==> src/rtl/control_pkg.sv <==
// Shared definitions for the edit-mode controller: state and mode encodings
// plus the per-mode field limits.
package control_pkg;

    typedef enum logic [1:0] {
        REPOSO   = 2'd0,
        CARGA    = 2'd1,
        EDITAR   = 2'd2,
        ESCRIBIR = 2'd3
    } estado_t;

    typedef enum logic [1:0] {
        NINGUNO = 2'd0,
        HORA    = 2'd1,
        FECHA   = 2'd2,
        TIMER   = 2'd3
    } modo_t;

    localparam logic [6:0] HT_MIN_A = 7'd0;
    localparam logic [6:0] HT_MAX_A = 7'd23;
    localparam logic [6:0] HT_MIN_B = 7'd0;
    localparam logic [6:0] HT_MAX_B = 7'd59;
    localparam logic [6:0] HT_MIN_C = 7'd0;
    localparam logic [6:0] HT_MAX_C = 7'd59;
    localparam logic [6:0] FE_MIN_A = 7'd1;
    localparam logic [6:0] FE_MAX_A = 7'd31;
    localparam logic [6:0] FE_MIN_B = 7'd1;
    localparam logic [6:0] FE_MAX_B = 7'd12;
    localparam logic [6:0] FE_MIN_C = 7'd0;
    localparam logic [6:0] FE_MAX_C = 7'd99;

    // Exactly one switch high selects a mode; anything else means no mode.
    function automatic modo_t decodifica(input logic f0, input logic f1, input logic f2);
        case ({f2, f1, f0})
            3'b001:  return HORA;
            3'b010:  return FECHA;
            3'b100:  return TIMER;
            default: return NINGUNO;
        endcase
    endfunction

    function automatic logic [6:0] lim_min(input modo_t m, input logic [1:0] idx);
        if (m == FECHA) begin
            case (idx)
                2'd0:    return FE_MIN_A;
                2'd1:    return FE_MIN_B;
                default: return FE_MIN_C;
            endcase
        end
        case (idx)
            2'd0:    return HT_MIN_A;
            2'd1:    return HT_MIN_B;
            default: return HT_MIN_C;
        endcase
    endfunction

    function automatic logic [6:0] lim_max(input modo_t m, input logic [1:0] idx);
        if (m == FECHA) begin
            case (idx)
                2'd0:    return FE_MAX_A;
                2'd1:    return FE_MAX_B;
                default: return FE_MAX_C;
            endcase
        end
        case (idx)
            2'd0:    return HT_MAX_A;
            2'd1:    return HT_MAX_B;
            default: return HT_MAX_C;
        endcase
    endfunction

endpackage

==> src/rtl/detector_flanco.sv <==
// One-cycle rising-edge pulse for a debounced button level. The previous sample
// resets to 1 so a button held through reset does not fire on release of reset.
module detector_flanco (
    input  logic clk,
    input  logic rst,
    input  logic din,
    output logic pulso
);

    logic prev;

    always_ff @(posedge clk) begin
        if (rst) prev <= 1'b1;
        else     prev <= din;
    end

    assign pulso = din & ~prev;

endmodule

==> src/rtl/control_edicion.sv <==
// Edit-mode controller: snapshots the selected group, lets the user move a
// cursor and step field values, then requests a write to the RTC interface.
module control_edicion
    import control_pkg::*;
(
    input  logic       Clock,
    input  logic       Reset,
    input  logic       Up,
    input  logic       Down,
    input  logic       Left,
    input  logic       Rigth,
    input  logic       Ok,
    input  logic       F0,
    input  logic       F1,
    input  logic       F2,
    input  logic [6:0] Cur_A,
    input  logic [6:0] Cur_B,
    input  logic [6:0] Cur_C,
    input  logic       Wr_Ack,
    output logic [6:0] Campo_A,
    output logic [6:0] Campo_B,
    output logic [6:0] Campo_C,
    output logic [1:0] Cursor,
    output logic [1:0] Modo,
    output logic       Editando,
    output logic       Wr_Req,
    output logic [1:0] Wr_Sel
);

    logic up_p, down_p, left_p, right_p, ok_p;
    estado_t estado;
    modo_t   modo_lat;
    modo_t   modo_vivo;

    detector_flanco u_up    (.clk(Clock), .rst(Reset), .din(Up),    .pulso(up_p));
    detector_flanco u_down  (.clk(Clock), .rst(Reset), .din(Down),  .pulso(down_p));
    detector_flanco u_left  (.clk(Clock), .rst(Reset), .din(Left),  .pulso(left_p));
    detector_flanco u_right (.clk(Clock), .rst(Reset), .din(Rigth), .pulso(right_p));
    detector_flanco u_ok    (.clk(Clock), .rst(Reset), .din(Ok),    .pulso(ok_p));

    assign modo_vivo = decodifica(F0, F1, F2);

    // Limit is compared before stepping, so the 7-bit field never overflows.
    function automatic logic [6:0] paso(input logic [6:0] v, input logic [6:0] vmin,
                                        input logic [6:0] vmax, input logic inc,
                                        input logic dec);
        if (inc && !dec) return (v >= vmax) ? vmin : v + 7'd1;
        if (dec && !inc) return (v <= vmin) ? vmax : v - 7'd1;
        return v;
    endfunction

    always_ff @(posedge Clock) begin
        if (Reset) begin
            estado   <= REPOSO;
            modo_lat <= NINGUNO;
            Cursor   <= 2'd0;
            Campo_A  <= 7'd0;
            Campo_B  <= 7'd0;
            Campo_C  <= 7'd0;
        end else begin
            case (estado)
                REPOSO: begin
                    if (ok_p && modo_vivo != NINGUNO) begin
                        modo_lat <= modo_vivo;
                        estado   <= CARGA;
                    end
                end
                CARGA: begin
                    Campo_A <= Cur_A;
                    Campo_B <= Cur_B;
                    Campo_C <= Cur_C;
                    Cursor  <= 2'd0;
                    estado  <= EDITAR;
                end
                EDITAR: begin
                    if (modo_vivo != modo_lat) begin
                        estado <= REPOSO;
                    end else begin
                        if (ok_p) estado <= ESCRIBIR;
                        case (Cursor)
                            2'd0:    Campo_A <= paso(Campo_A, lim_min(modo_lat, 2'd0),
                                                     lim_max(modo_lat, 2'd0), up_p, down_p);
                            2'd1:    Campo_B <= paso(Campo_B, lim_min(modo_lat, 2'd1),
                                                     lim_max(modo_lat, 2'd1), up_p, down_p);
                            default: Campo_C <= paso(Campo_C, lim_min(modo_lat, 2'd2),
                                                     lim_max(modo_lat, 2'd2), up_p, down_p);
                        endcase
                        if (right_p && !left_p)
                            Cursor <= (Cursor == 2'd2) ? 2'd0 : Cursor + 2'd1;
                        else if (left_p && !right_p)
                            Cursor <= (Cursor == 2'd0) ? 2'd2 : Cursor - 2'd1;
                    end
                end
                ESCRIBIR: begin
                    if (Wr_Ack) estado <= REPOSO;
                end
                default: estado <= REPOSO;
            endcase
        end
    end

    assign Editando = (estado == CARGA) || (estado == EDITAR);
    assign Wr_Req   = (estado == ESCRIBIR);
    assign Modo     = (estado == REPOSO) ? modo_vivo : modo_lat;
    assign Wr_Sel   = Modo;

endmodule

==> config.mk <==
export PLATFORM = sky130hd
export DESIGN_NAME = control_edicion
export DESIGN_NICKNAME = d
export VERILOG_FILES = /design/src/rtl/control_pkg.sv /design/src/rtl/detector_flanco.sv /design/src/rtl/control_edicion.sv
export SDC_FILE = /design/constraint.sdc
export NUM_CORES = 1
export LEC_CHECK = 0
export CAP_MARGIN = 20
export CORE_ASPECT_RATIO = 2
export CORE_MARGIN = 2
export CORE_UTILIZATION = 55
export CTS_CLUSTER_SIZE = 20
export DETAILED_ROUTE_END_ITERATION = 7
export DONT_BUFFER_PORTS = 1
export GPL_TIMING_DRIVEN = 0
export HOLD_SLACK_MARGIN = 0.1
export PLACE_DENSITY_LB_ADDON = 0.25
export SLEW_MARGIN = 20
export SYNTH_ARGS = -nofsm -noshare
export SYNTH_HDL_FRONTEND = slang
export SYNTH_SLANG_ARGS = --single-unit
==> constraint.sdc <==
create_clock -name Clock -period 2.8 [get_ports Clock]
set_input_delay 0.84 -clock Clock [delete_from_list [all_inputs] [get_ports Clock]]
set_output_delay 0.84 -clock Clock [all_outputs]
set_load 0.02 [all_outputs]
Word level (Yosys, flattened, before mapping)
Index checks and enable logic that the tools add are counted.
{"block": "totals", "ff_bits": 32, "in_bits": 32, "out_inout_bits": 29, "word_cells": 194}
{"block": "classes", "addsub": 8, "order_cmp": 6, "eq_ne": 21, "n_mux": 117, "bitwise_logic": 10, "reduce_logical": 21}
{"op": "2-to-1 mux 7 bit", "count": 59}
{"op": "2-to-1 mux 1 bit", "count": 42}
{"op": "case mux 7 bit (2 select lines)", "count": 3}
{"op": "adder 7 x 1 -> 7 bit, second input constant", "count": 3}
{"op": ">= comparator 7 bit", "count": 3}
{"op": "less-or-equal comparator 7 bit", "count": 3}
{"op": "subtractor 7 x 1 -> 7 bit, second input constant", "count": 3}
{"op": "2-to-1 mux 2 bit", "count": 10}
{"op": "!= test 3 bit, second input constant", "count": 5}
{"op": "AND reduction 4 bit", "count": 3}
{"op": "!= test 2 bit, second input constant", "count": 5}
{"op": "equality test 2 bit, second input constant", "count": 4}
{"op": "case mux 2 bit (4 select lines)", "count": 1}
{"op": "case mux 2 bit (3 select lines)", "count": 1}
{"op": "AND reduction 3 bit", "count": 2}
{"op": "AND 1 bit", "count": 5}
{"op": "logical AND 1 bit", "count": 5}
{"op": "inverter 1 bit", "count": 5}
{"op": "equality test 2 x 1 -> 1 bit, second input constant", "count": 2}
{"op": "zero test 1 bit", "count": 4}
{"op": "zero test 2 bit", "count": 2}
{"op": "case mux 2 bit (2 select lines)", "count": 1}
{"op": "nonzero test 2 bit", "count": 2}
{"op": "equality test 3 x 1 -> 1 bit, second input constant", "count": 1}
{"op": "other kinds (9)", "count": 9}

Longest topological paths before layout
Gate-level depths: netlist of the first run.
{"block": "depth", "depth_word": 20, "depth_mapped": 12, "depth_no_buf": 9}

By module
Synthesis of the first run repeated with hierarchy kept, for this count alone.
{"block": "hier_totals", "cells_unflattened": 397, "hier_area_um2": 2982.9}
{"module": "control_edicion", "n_inst": 1, "cells_each": 382, "area_per_inst_um2": 2820.2, "seq_area_each_um2": 540.5}
{"module": "detector_flanco", "n_inst": 5, "cells_each": 3, "area_per_inst_um2": 32.5, "seq_area_each_um2": 20.0}

Least setup slack after synthesis of the first run
OpenSTA, ideal clock, no wires.
{"block": "synth_timing", "path_type": "input port to flip-flop", "start": "input port F2", "end": "register Campo_C[2]", "setup_ps": 70, "arrival_time_ps": 2532, "required_ps": 2730, "path_slack_ps": 197, "stages": 8, "path_buffers": 2, "cell_sequence": "buf_2 > or3b_1 > a21oi_1 > o31ai_2 > o41a_1 > buf_6 > a311o_1 > a21oi_1"}
{"block": "synth_via", "elab_chain_cells": 5, "word_cells_on_any_way": 7, "cone_classes": "5 x eq/ne; 1 x mux; 1 x reduce/logical"}
{"element": "from (decl)", "line": "control_edicion.sv:15", "text": "input logic F2,"}
{"element": "equality test 3 bit (tied with other cells)", "line": "control_pkg.sv:34", "text": "case ({f2, f1, f0})"}
{"element": "case mux 2 bit (3 select lines) *", "line": "control_pkg.sv:34"}
{"element": "!= test 2 bit *", "line": "control_edicion.sv:76", "text": "if (modo_vivo != modo_lat) begin"}
{"element": "!= test 2 bit (no line) *"}
{"element": "AND reduction 4 bit (no line) *"}
{"element": "to (signal assigned)", "line": "control_edicion.sv:71", "text": "Campo_C <= Cur_C;"}
{"element": "to (signal assigned)", "line": "control_edicion.sv:85", "text": "default: Campo_C <= paso(Campo_C, lim_min(modo_lat, 2'd2),"}
{"element": "to (decl)", "line": "control_edicion.sv:22", "text": "output logic [6:0] Campo_C,"}
Every way passes the cells marked *; elsewhere a longest branch is shown, timed or not.
A chain may end at the register's enable or synchronous reset.

Worst setup path after layout of the first run
{"block": "layout_timing", "start": "input port F2", "end": "register Campo_A[6]"}
{"block": "layout_via", "elab_chain_cells": 5, "word_cells_on_any_way": 7, "cone_classes": "5 x eq/ne; 1 x mux; 1 x reduce/logical"}
{"element": "equality test 3 bit (tied with other cells)", "line": "control_pkg.sv:34"}
{"element": "case mux 2 bit (3 select lines) *", "line": "control_pkg.sv:34"}
{"element": "!= test 2 bit *", "line": "control_edicion.sv:76"}
{"element": "!= test 2 bit (no line) *"}
{"element": "AND reduction 4 bit (no line) *"}
{"element": "to (signal assigned)", "line": "control_edicion.sv:69", "text": "Campo_A <= Cur_A;"}
{"element": "to (signal assigned)", "line": "control_edicion.sv:81", "text": "2'd0: Campo_A <= paso(Campo_A, lim_min(modo_lat, 2'd0),"}
{"element": "to (decl)", "line": "control_edicion.sv:20", "text": "output logic [6:0] Campo_A,"}
Marked as above.

==> flow_summary.yaml, run 1 <==
worst_setup_path:
  crit_fanout: 10
  cp_slowest_cell: "o21ai_1"
  path_cells: "buf_2 -> or3b_1 -> a21oi_1 -> o31ai_2 -> o21ai_1 -> buf_2 -> nor2_1 -> a311oi_1"
  crit_top_cell: "buf_2"
  worstSetupPathType: "input pin to flop"
  worstPathArrival_ns: 2.93
  cp-end-kind: "flop"
  r2r_start: "modo_lat[0]"
  max_stage_delay_ns: 0.51
  critPathRequiredTime_ns: 3.03
  cp-start-kind: "input pin"
  crit_path_start: "F2"
synth:
  synthArstFlopShare_pct: 0
  syn_avg_cell_area_sq_um: 7.62
  synth_seq_area_share_pct: 21.7
  ys_types: 66
  synth_area_sq_mm: 0.00295
  netlist_instances: 387
  synth-seq-cells: 32
  yosysWarningCount: 0
  ys.flop_type: "dfxtp_1"
  syn_nets: 442
  synth_edf_count: 0
clock_tree:
  cts-root-buf: "clkbuf_8"
  clkTransAtPathRegs_ns: 0.08
  cts_hold_buf: 0
  clock-sinks: 32
  clock_path_buffers: 2
  cts_tree: "yes"
  postCtsSetupBuffers: 0
  cts_made_buffers: 5
  htreeDepth: 2
  insertion_delay_ns: 0.32
power:
  swShare_pct: 49.4
  clockPowerShare_pct: 16.2
  p_leak_nw: 1.19
  pwr_density_cell_mw_per_mm2: 920
  vdd_drop_max_v: 0.000504
  power_frac_seq_pct: 29.0
  p_int_mw: 1.48
  p_switching_mw: 1.45
  comb_power_share_pct: 54.8
final_layout:
  syn2layout_area_growth_pct: 8.02
  drive_above_1_share_pct: 12.2
  diodes: 0
  fill_cells: 477
  final_util_pct: 62.0
  mostFrequentLayoutCells: "33 x nand2_1, 30 x dfxtp_1, 29 x nor2_1"
  layout_commonest_cell: "nand2_1"
  nets: 449
  final-instance-count-excl-fill: 453
global_routing:
  grt_pass1_vias: 3020
  grt_overflow: 0
  grt_start_max_net_pins: 12
  gr-usage-all-layers_pct: 30.2
  grt_use_met1_pct: 29.4
  met3_usage_pct: 6.61
  met2_usage_pct: 54.1
  grt.busiest_layer: "met2"
  grt_pass1_wl_mm: 14.2
  antenna_found_initial: 0
flow_run:
  max_cap_violations: 0
sta:
  max_slew_margin_pct: 52.8
  finalCritPeriodShare_pct: 96.6
  tightest_slew_ns: 0.704
  fin_ws_ns: 0.0956
  period_minus_slack_ns: 2.70
  drv_slew: 0
  fin_setup_tns_ns: 0
  fmax_mhz: 370
  setup-violations-final: 0
  hold_viol_final: 0
  skew_ns: 0.0109
route:
  wl_per_cell_um: 19.5
  drt-vias-per-instance: 6.79
  vias: 3077
  drt_iter0_drc: 182
  wl_mm: 8.84
  ant_nets: 0
  drc: 0
  dr.pass1.iters: 7
placement:
  gp_congestion: 0.932
  detailed_place_hpwl_mm: 6.33
  dp_cells: 445
  dp_slack_ns: -0.188
  port_buffers: 0
floorplanning:
  start_util_pct: 57.4
  die_area_sq_mm: 0.00600
  die-height_um: 108
  core-area_sq_mm: 0.00514
  rows: 37
  die_w_um: 55.8
  ios: 61
worst_hold_path:
  hold_class: "flop to flop"
  hp-start: "estado[1]"
status:
  status: "completed"
cells in the mapped netlist, types with 3 or more instances:
cell	instances	area share [%]
a21o_1	3	0.76
o311ai_0	3	0.89
a31oi_1	3	0.64
nor4_1	3	0.64
and3_1	4	0.85
buf_2	7	1.2
nor2b_1	7	1.5
nor3b_1	5	1.3
a221o_1	3	1.0
inv_1	18	2.3
xor2_1	3	0.89
a211oi_1	8	2.0
o21ai_0	19	3.2
nand3_1	18	3.1
nand2b_1	10	2.1
dfxtp_1	32	22
a221oi_1	4	1.2
a311oi_1	5	1.5
or2_2	7	1.5
nor2_1	29	3.7
a21oi_1	25	4.2
xnor2_1	17	5.0
nor3_1	18	3.1
ha_1	23	9.8
clkbuf_1	17	2.2
or3_1	4	0.85
buf_4	3	0.76
o221ai_1	3	0.89
o211ai_1	3	0.76
nand2_1	33	4.2
cell type report:
class,instances,area [sq um],area share (%)
Buffer,29,146,4.59
Clock buffer,6,72.6,2.28
Clock inverter,2,35.0,1.10
Inverter,20,75.1,2.36
Multi-Input combinational cell,306,2140,67.2
Sequential cell,32,643,20.2
Tap cell,58,72.6,2.28
flip-flops by register name (all words and copies together), names as in the netlist:
name / cells
Cursor: 2
u_left.prev: 1
Campo_C: 7
u_right.prev: 1
u_down.prev: 1
u_ok.prev: 1
Campo_B: 7
estado: 2
modo_lat: 2
Campo_A: 7
u_up.prev: 1
cells by family (layout without fill, tap and decap cells):
logic type | count (synthesis) | after routing | share of synthesized area, %
AND/OR/NAND/NOR | 150 | 150 | 26.0
AO/OA/AOI/OAI | 111 | 111 | 28.4
buffers and inverters | 49 | 57 | 7.42
flip-flops | 32 | 32 | 21.7
adder cells (fa/ha/maj) | 23 | 23 | 9.75
XOR/XNOR | 20 | 20 | 5.94
multiplexers | 2 | 2 | 0.763
power by group through the flow:
stage	registers [mW]	logic, mW	clock network [mW]
6_report	0.851	1.61	0.474
5_1_grt	0.871	1.76	0.485
4_1_cts	0.845	1.52	0.474
3_5_place_dp	0.857	1.51	0
3_3_place_gp	0.854	1.48	0
2_1_floorplan	0.800	1.23	0
per-layer routing:
layer  wire (um)  up-vias
met1        3050     1433
met3         621       51
met5           0        -
met4         511        0
met2        4650      163
li1            -     1430
repair_timing:
item / in CTS / in global routing
setup endpoints to repair: 4 / 8
pin swaps: 0 / 2
gates resized for setup: 1 / 13
final timing paths:
| check | end | slack (ns) | cells after the start |
|---|---|---|---|
| max reg2reg | Campo_B[3] | 0.1 | 10 |
| max | Campo_A[6] | 0.1 | 8 |
| min | estado[1] | 0.54 | 1 |
| min reg2reg | estado[1] | 0.54 | 1 |
through the flow:
| step | hold slack [ns] | total power, mW | instance area [sq um] |
|---|---|---|---|
| 2_1_floorplan | 0.490 | 2.03 | 2950 |
| 3_3_place_gp | 0.527 | 2.33 | 3020 |
| 3_5_place_dp | 0.535 | 2.37 | 3020 |
| 4_1_cts | 0.549 | 2.84 | 3140 |
| 5_1_grt | 0.581 | 3.11 | 3190 |
| 6_report | 0.544 | 2.93 | 3190 |
critical path: cells and delay by family:
family	cells	cell delay, ns
buffers and inverters	2	0.51
AND/OR/NAND/NOR	2	0.42
AO/OA/AOI/OAI	4	1.16
Note: power is estimated with default switching activity, not from simulation.
==> inputs of run 2 (changes only) <==
Settings changed: SYNTH_HIERARCHICAL set to 1.
==> flow_summary.yaml, run 2 <==
clock_tree:
  htreeDepth: 2
  cts_tree: "yes"
  insertion_delay_ns: 0.30
  clock_path_buffers: 2
  clkTransAtPathRegs_ns: 0.06
  cts_made_buffers: 5
  cts-root-buf: "clkbuf_8"
  clock-sinks: 32
placement:
  port_buffers: 0
  gp_congestion: 0.936
  place_area_sq_mm: 0.00306
  dp_cells: 457
  detailed_place_hpwl_mm: 6.27
  dp_slack_ns: -0.511
synth:
  synth_top_area_share_pct: 21.5
  yosysTopAreaCell: "dfxtp_1"
  synth_seq_area_share_pct: 21.5
  ys.flop_type: "dfxtp_1"
  yosysMostFrequentCell: "nor2_1"
  syn_avg_cell_area_sq_um: 7.51
  synthTopCellsByArea: "dfxtp_1 21%, ha_1 9.2%, nor2_1 4.7%"
  yosysWarningCount: 6
  syn_nets: 451
  ys_types: 65
  synth_area_sq_mm: 0.00298
  synth_edf_count: 0
  netlist_instances: 397
  synthTopCellsByCount: "37 x nor2_1, 32 x dfxtp_1, 27 x o21ai_0"
  synth-seq-cells: 32
  synthArstFlopShare_pct: 0
power:
  p_int_mw: 1.45
  swShare_pct: 51.3
  comb_power_share_pct: 57.5
  p_leak_nw: 1.20
  pwr_density_cell_mw_per_mm2: 930
  power_frac_seq_pct: 29.1
  vdd_drop_max_v: 0.000674
  clockPowerShare_pct: 13.3
  p_switching_mw: 1.53
  total_power_mw: 2.98
final_layout:
  reg_top3: "Campo_A: 7 flops, Campo_B: 7 flops, Campo_C: 7 flops"
  diodes: 0
  layout_commonest_cell: "nor2_1"
  design_area_sq_mm: 0.00320
  syn2layout_area_growth_pct: 7.34
  fill_cells: 511
  mostFrequentLayoutCells: "36 x nor2_1, 31 x dfxtp_1, 27 x o21ai_0"
  final-instance-count-excl-fill: 466
  drive_above_1_share_pct: 12.6
  final_util_pct: 60.1
  nets: 460
route:
  wl_per_cell_um: 18.9
  wl_mm: 8.80
  vias: 3184
  ant_nets: 0
  drt_iter0_drc: 276
  dr.pass1.iters: 8
  drc: 0
  drt-vias-per-instance: 6.83
worst_hold_path:
  hold_class: "flop to flop"
global_routing:
  antenna_found_initial: 0
  grt_pass1_vias: 2897
  grt_overflow: 0
  gr-usage-all-layers_pct: 28.6
  grt_pass1_wl_mm: 13.9
  grt_start_max_net_pins: 13
sta:
  hold_viol_final: 0
  max_slew_margin_pct: 51.1
  tightest_slew_ns: 0.724
  drv_slew: 0
  fin_ws_ns: 0.0505
  skew_ns: 0.00702
  period_minus_slack_ns: 2.75
  setup-violations-final: 0
  fmax_mhz: 364
  finalCritPeriodShare_pct: 98.2
flow_run:
  max_cap_violations: 0
worst_setup_path:
  critPathTopFamily: "compound AO/OA/AOI/OAI gates"
  cp-start-kind: "flop"
  critPathRequiredTime_ns: 3.00
  path_cells: "nand2b_2 -> clkbuf_4 -> ha_1 -> nand2b_1 -> a211oi_2 -> o21ai_0 -> a2111oi_1 -> o211ai_1 -> o31ai_1"
  worstSetupPathType: "flop to flop"
  max_stage_delay_ns: 0.50
  cp_slowest_cell: "a2111oi_1"
  crit_fanout: 12
  cp-end-kind: "flop"
  crit_buf_inv: 1
  worstPathArrival_ns: 2.95
floorplanning:
  core-area_sq_mm: 0.00533
  die_area_sq_mm: 0.00606
  die_w_um: 56.1
  start_util_pct: 56.0
  ios: 61
  die-height_um: 108
  rows: 38
status:
  status: "completed"
-- run 2: cell type report --
| cell class | count | area [sq um] | share of cell area (%) |
|---|---|---|---|
| Clock buffer | 7 | 96.3 | 3.01 |
| Multi-Input combinational cell | 309 | 2120 | 66.3 |
| Sequential cell | 32 | 642 | 20.0 |
| Inverter | 22 | 82.6 | 2.58 |
| Buffer | 34 | 168 | 5.24 |
| Tap cell | 60 | 75.1 | 2.34 |
| Timing Repair Buffer | 2 | 15.0 | 0.469 |
-- run 2: path summary, 6_finish.rpt --
kind,start,to,slack [ns],cells after the start
min reg2reg,modo_lat[0],modo_lat[0],0.52,2
max reg2reg,modo_lat[1],Campo_B[2],0.05,9
max,modo_lat[1],Campo_B[2],0.05,9
min,modo_lat[0],modo_lat[0],0.52,2
-- run 2: cell families after synthesis --
group / synth area share, %
simple gates: 24.1
compound gates: 30.7
buf+inv: 8.14
flops: 21.5
fa+ha+maj: 9.61
xor+xnor: 3.82
mux: 2.18
-- run 2: tightest hold or removal path, stage by stage, from the launching register on --
cell	delay [ns]
dfxtp_2	0.35
o31ai_1	0.07
a211oi_1	0.06
-- run 2: layer usage --
metal	track usage (%)	wire length [um]	up-vias
met1	35.2	3330	1467
met5	0	0	-
li1	-	-	1493
met3	5.14	857	31
met2	46.7	4310	193
met4	15.3	303	0
-- run 2: power groups by stage --
stage | Clock (mW) | Combinational (mW) | Sequential, mW
6_report | 0.397 | 1.71 | 0.868
5_1_grt | 0.415 | 1.89 | 0.895
4_1_cts | 0.401 | 1.65 | 0.868
3_5_place_dp | 0 | 1.62 | 0.879
3_3_place_gp | 0 | 1.59 | 0.871
2_1_floorplan | 0 | 1.31 | 0.838
-- run 2: through the flow --
| stage | setup TNS [ns] | hold slack, ns |
|---|---|---|
| CTS | 0 | 0.537 |
| floorplan | 0 | 0.490 |
| global placement | -3.25 | 0.506 |
| global route | -0.0879 | 0.545 |
| detailed placement | -4.13 | 0.526 |
| finish | 0 | 0.520 |
-- run 2: repair_timing --
item	4_1_cts	5_1_grt
gates resized for setup	6	8
setup buffers	2	0
cloned	0	0
pin swaps	1	1
hold buffers	0	0
setup endpoints to repair	11	9
==> inputs of run 3 (changes only) <==
Settings changed: CORE_MARGIN 2 to unset.
==> flow_summary.yaml, run 3 (synthesis results as in run 2) <==
sta:
  fmax_mhz: 362
  period_minus_slack_ns: 2.76
  fin_setup_tns_ns: 0
  setup-violations-final: 0
  tightest_slew_ns: 0.704
  drv_slew: 0
  fin_ws_ns: 0.0410
  hold_viol_final: 0
  max_slew_margin_pct: 52.7
  finalCritPeriodShare_pct: 98.5
  skew_ns: 0.0153
floorplanning:
  rows: 37
  die_area_sq_mm: 0.00574
  ios: 61
  die-height_um: 106
  start_util_pct: 57.5
  core-area_sq_mm: 0.00518
  die_w_um: 54.1
final_layout:
  syn2layout_area_growth_pct: 8.51
  register_area_sq_um: 643
  final-instance-count-excl-fill: 463
  diodes: 0
  nets: 458
  reg_top3: "Campo_A: 7 flops, Campo_B: 7 flops, Campo_C: 7 flops"
  design_area_sq_mm: 0.00324
  layout_commonest_cell: "nor2_1"
  drive_above_1_share_pct: 13.3
  mostFrequentLayoutCells: "36 x nor2_1, 30 x dfxtp_1, 27 x o21ai_0"
  fill_cells: 512
  multi_input_area_sq_mm: 0.00214
placement:
  dp_cells: 455
  dp_slack_ns: -0.520
  port_buffers: 0
  detailed_place_hpwl_mm: 6.79
  gp_congestion: 0.939
  place_area_sq_mm: 0.00306
flow_run:
  max_cap_violations: 0
worst_hold_path:
  hp-start: "modo_lat[0]"
  hold_class: "flop to flop"
worst_setup_path:
  max_stage_delay_ns: 0.55
  crit_path_start: "Campo_B[0]"
  crit_top_cell: "a21oi_1"
  crit_fanout: 10
  cp-start-kind: "flop"
  r2r_start: "Campo_B[0]"
  cp_slowest_cell: "nor3_1"
  cp-end-kind: "flop"
  worstPathArrival_ns: 2.96
  worstSetupPathType: "flop to flop"
  path_cells: "clkbuf_2 -> inv_1 -> ha_1 -> a211o_1 -> nor3_1 -> a21oi_1 -> o21ai_0 -> a21oi_1 -> o31ai_1"
  critPathRequiredTime_ns: 3.00
clock_tree:
  cts-root-buf: "clkbuf_8"
  cts_made_buffers: 5
  clock-sinks: 32
  insertion_delay_ns: 0.30
  postCtsSetupBuffers: 0
  clock_path_buffers: 2
  cts_tree: "yes"
  htreeDepth: 2
  clkTransAtPathRegs_ns: 0.07
global_routing:
  grt_start_max_net_pins: 13
  gr-usage-all-layers_pct: 33.2
  grt_overflow: 0
  grt_pass1_wl_mm: 14.2
  grt_pass1_vias: 3214
  antenna_found_initial: 0
route:
  wl_mm: 9.19
  wl_per_cell_um: 19.8
  drt-vias-per-instance: 6.97
  ant_nets: 0
  vias: 3229
  dr.pass1.iters: 7
  drt_iter0_drc: 203
  drc: 0
power:
  p_leak_nw: 1.22
  vdd_drop_max_v: 0.000591
  pwr_density_cell_mw_per_mm2: 970
status:
  status: "completed"
run 3: worst paths after layout:
kind	endpoint	slack [ns]	depth (start not counted)
hold / removal	modo_lat[0]	0.53	2
setup / recovery	Campo_B[2]	0.04	9
setup reg to reg	Campo_B[2]	0.04	9
hold reg to reg	modo_lat[0]	0.53	2
run 3: metal layers:
layer	global-route usage (%)	up-vias	wire (um)
met4	18.5	0	445
met1	31.2	1526	3050
li1	-	1485	-
met2	61.5	179	4920
met3	6.15	39	780
met5	0	-	0
run 3: stage by stage:
stage	hold WS [ns]	utilization [%]	total power, mW
2_1_floorplan	0.490	-	2.15
3_3_place_gp	0.524	58.9	2.47
3_5_place_dp	0.525	58.9	2.52
4_1_cts	0.533	61.6	3.04
5_1_grt	0.567	62.4	3.33
6_report	0.527	62.4	3.14
run 3: critical path: cells and delay by family, from the launching register on:
kind            cells  cell delay, ns
fa+ha+maj           1            0.36
compound gates      5            0.90
simple gates        1            0.55
flops               1            0.47
buf+inv             2            0.39
run 3: report_power, final:
part	switching (mW)	leakage (nW)	total (mW)	internal [mW]
registers	0.292	0.263	0.872	0.580
clock network	0.199	0.0645	0.514	0.314
logic	1.11	0.888	1.75	0.645
run 3: cell type report:
cell class	count	share of cell area (%)
Multi-Input combinational cell	309	66.2
Sequential cell	32	19.9
Buffer	34	5.22
Clock buffer	7	2.98
Inverter	22	2.55
Tap cell	58	2.24
Clock inverter	1	0.928
run 3: repair_timing:
action / CTS / global route
resized for setup: 6 / 15
hold buffers: 0 / 0
pin swaps: 0 / 1
setup endpoints to repair: 9 / 16
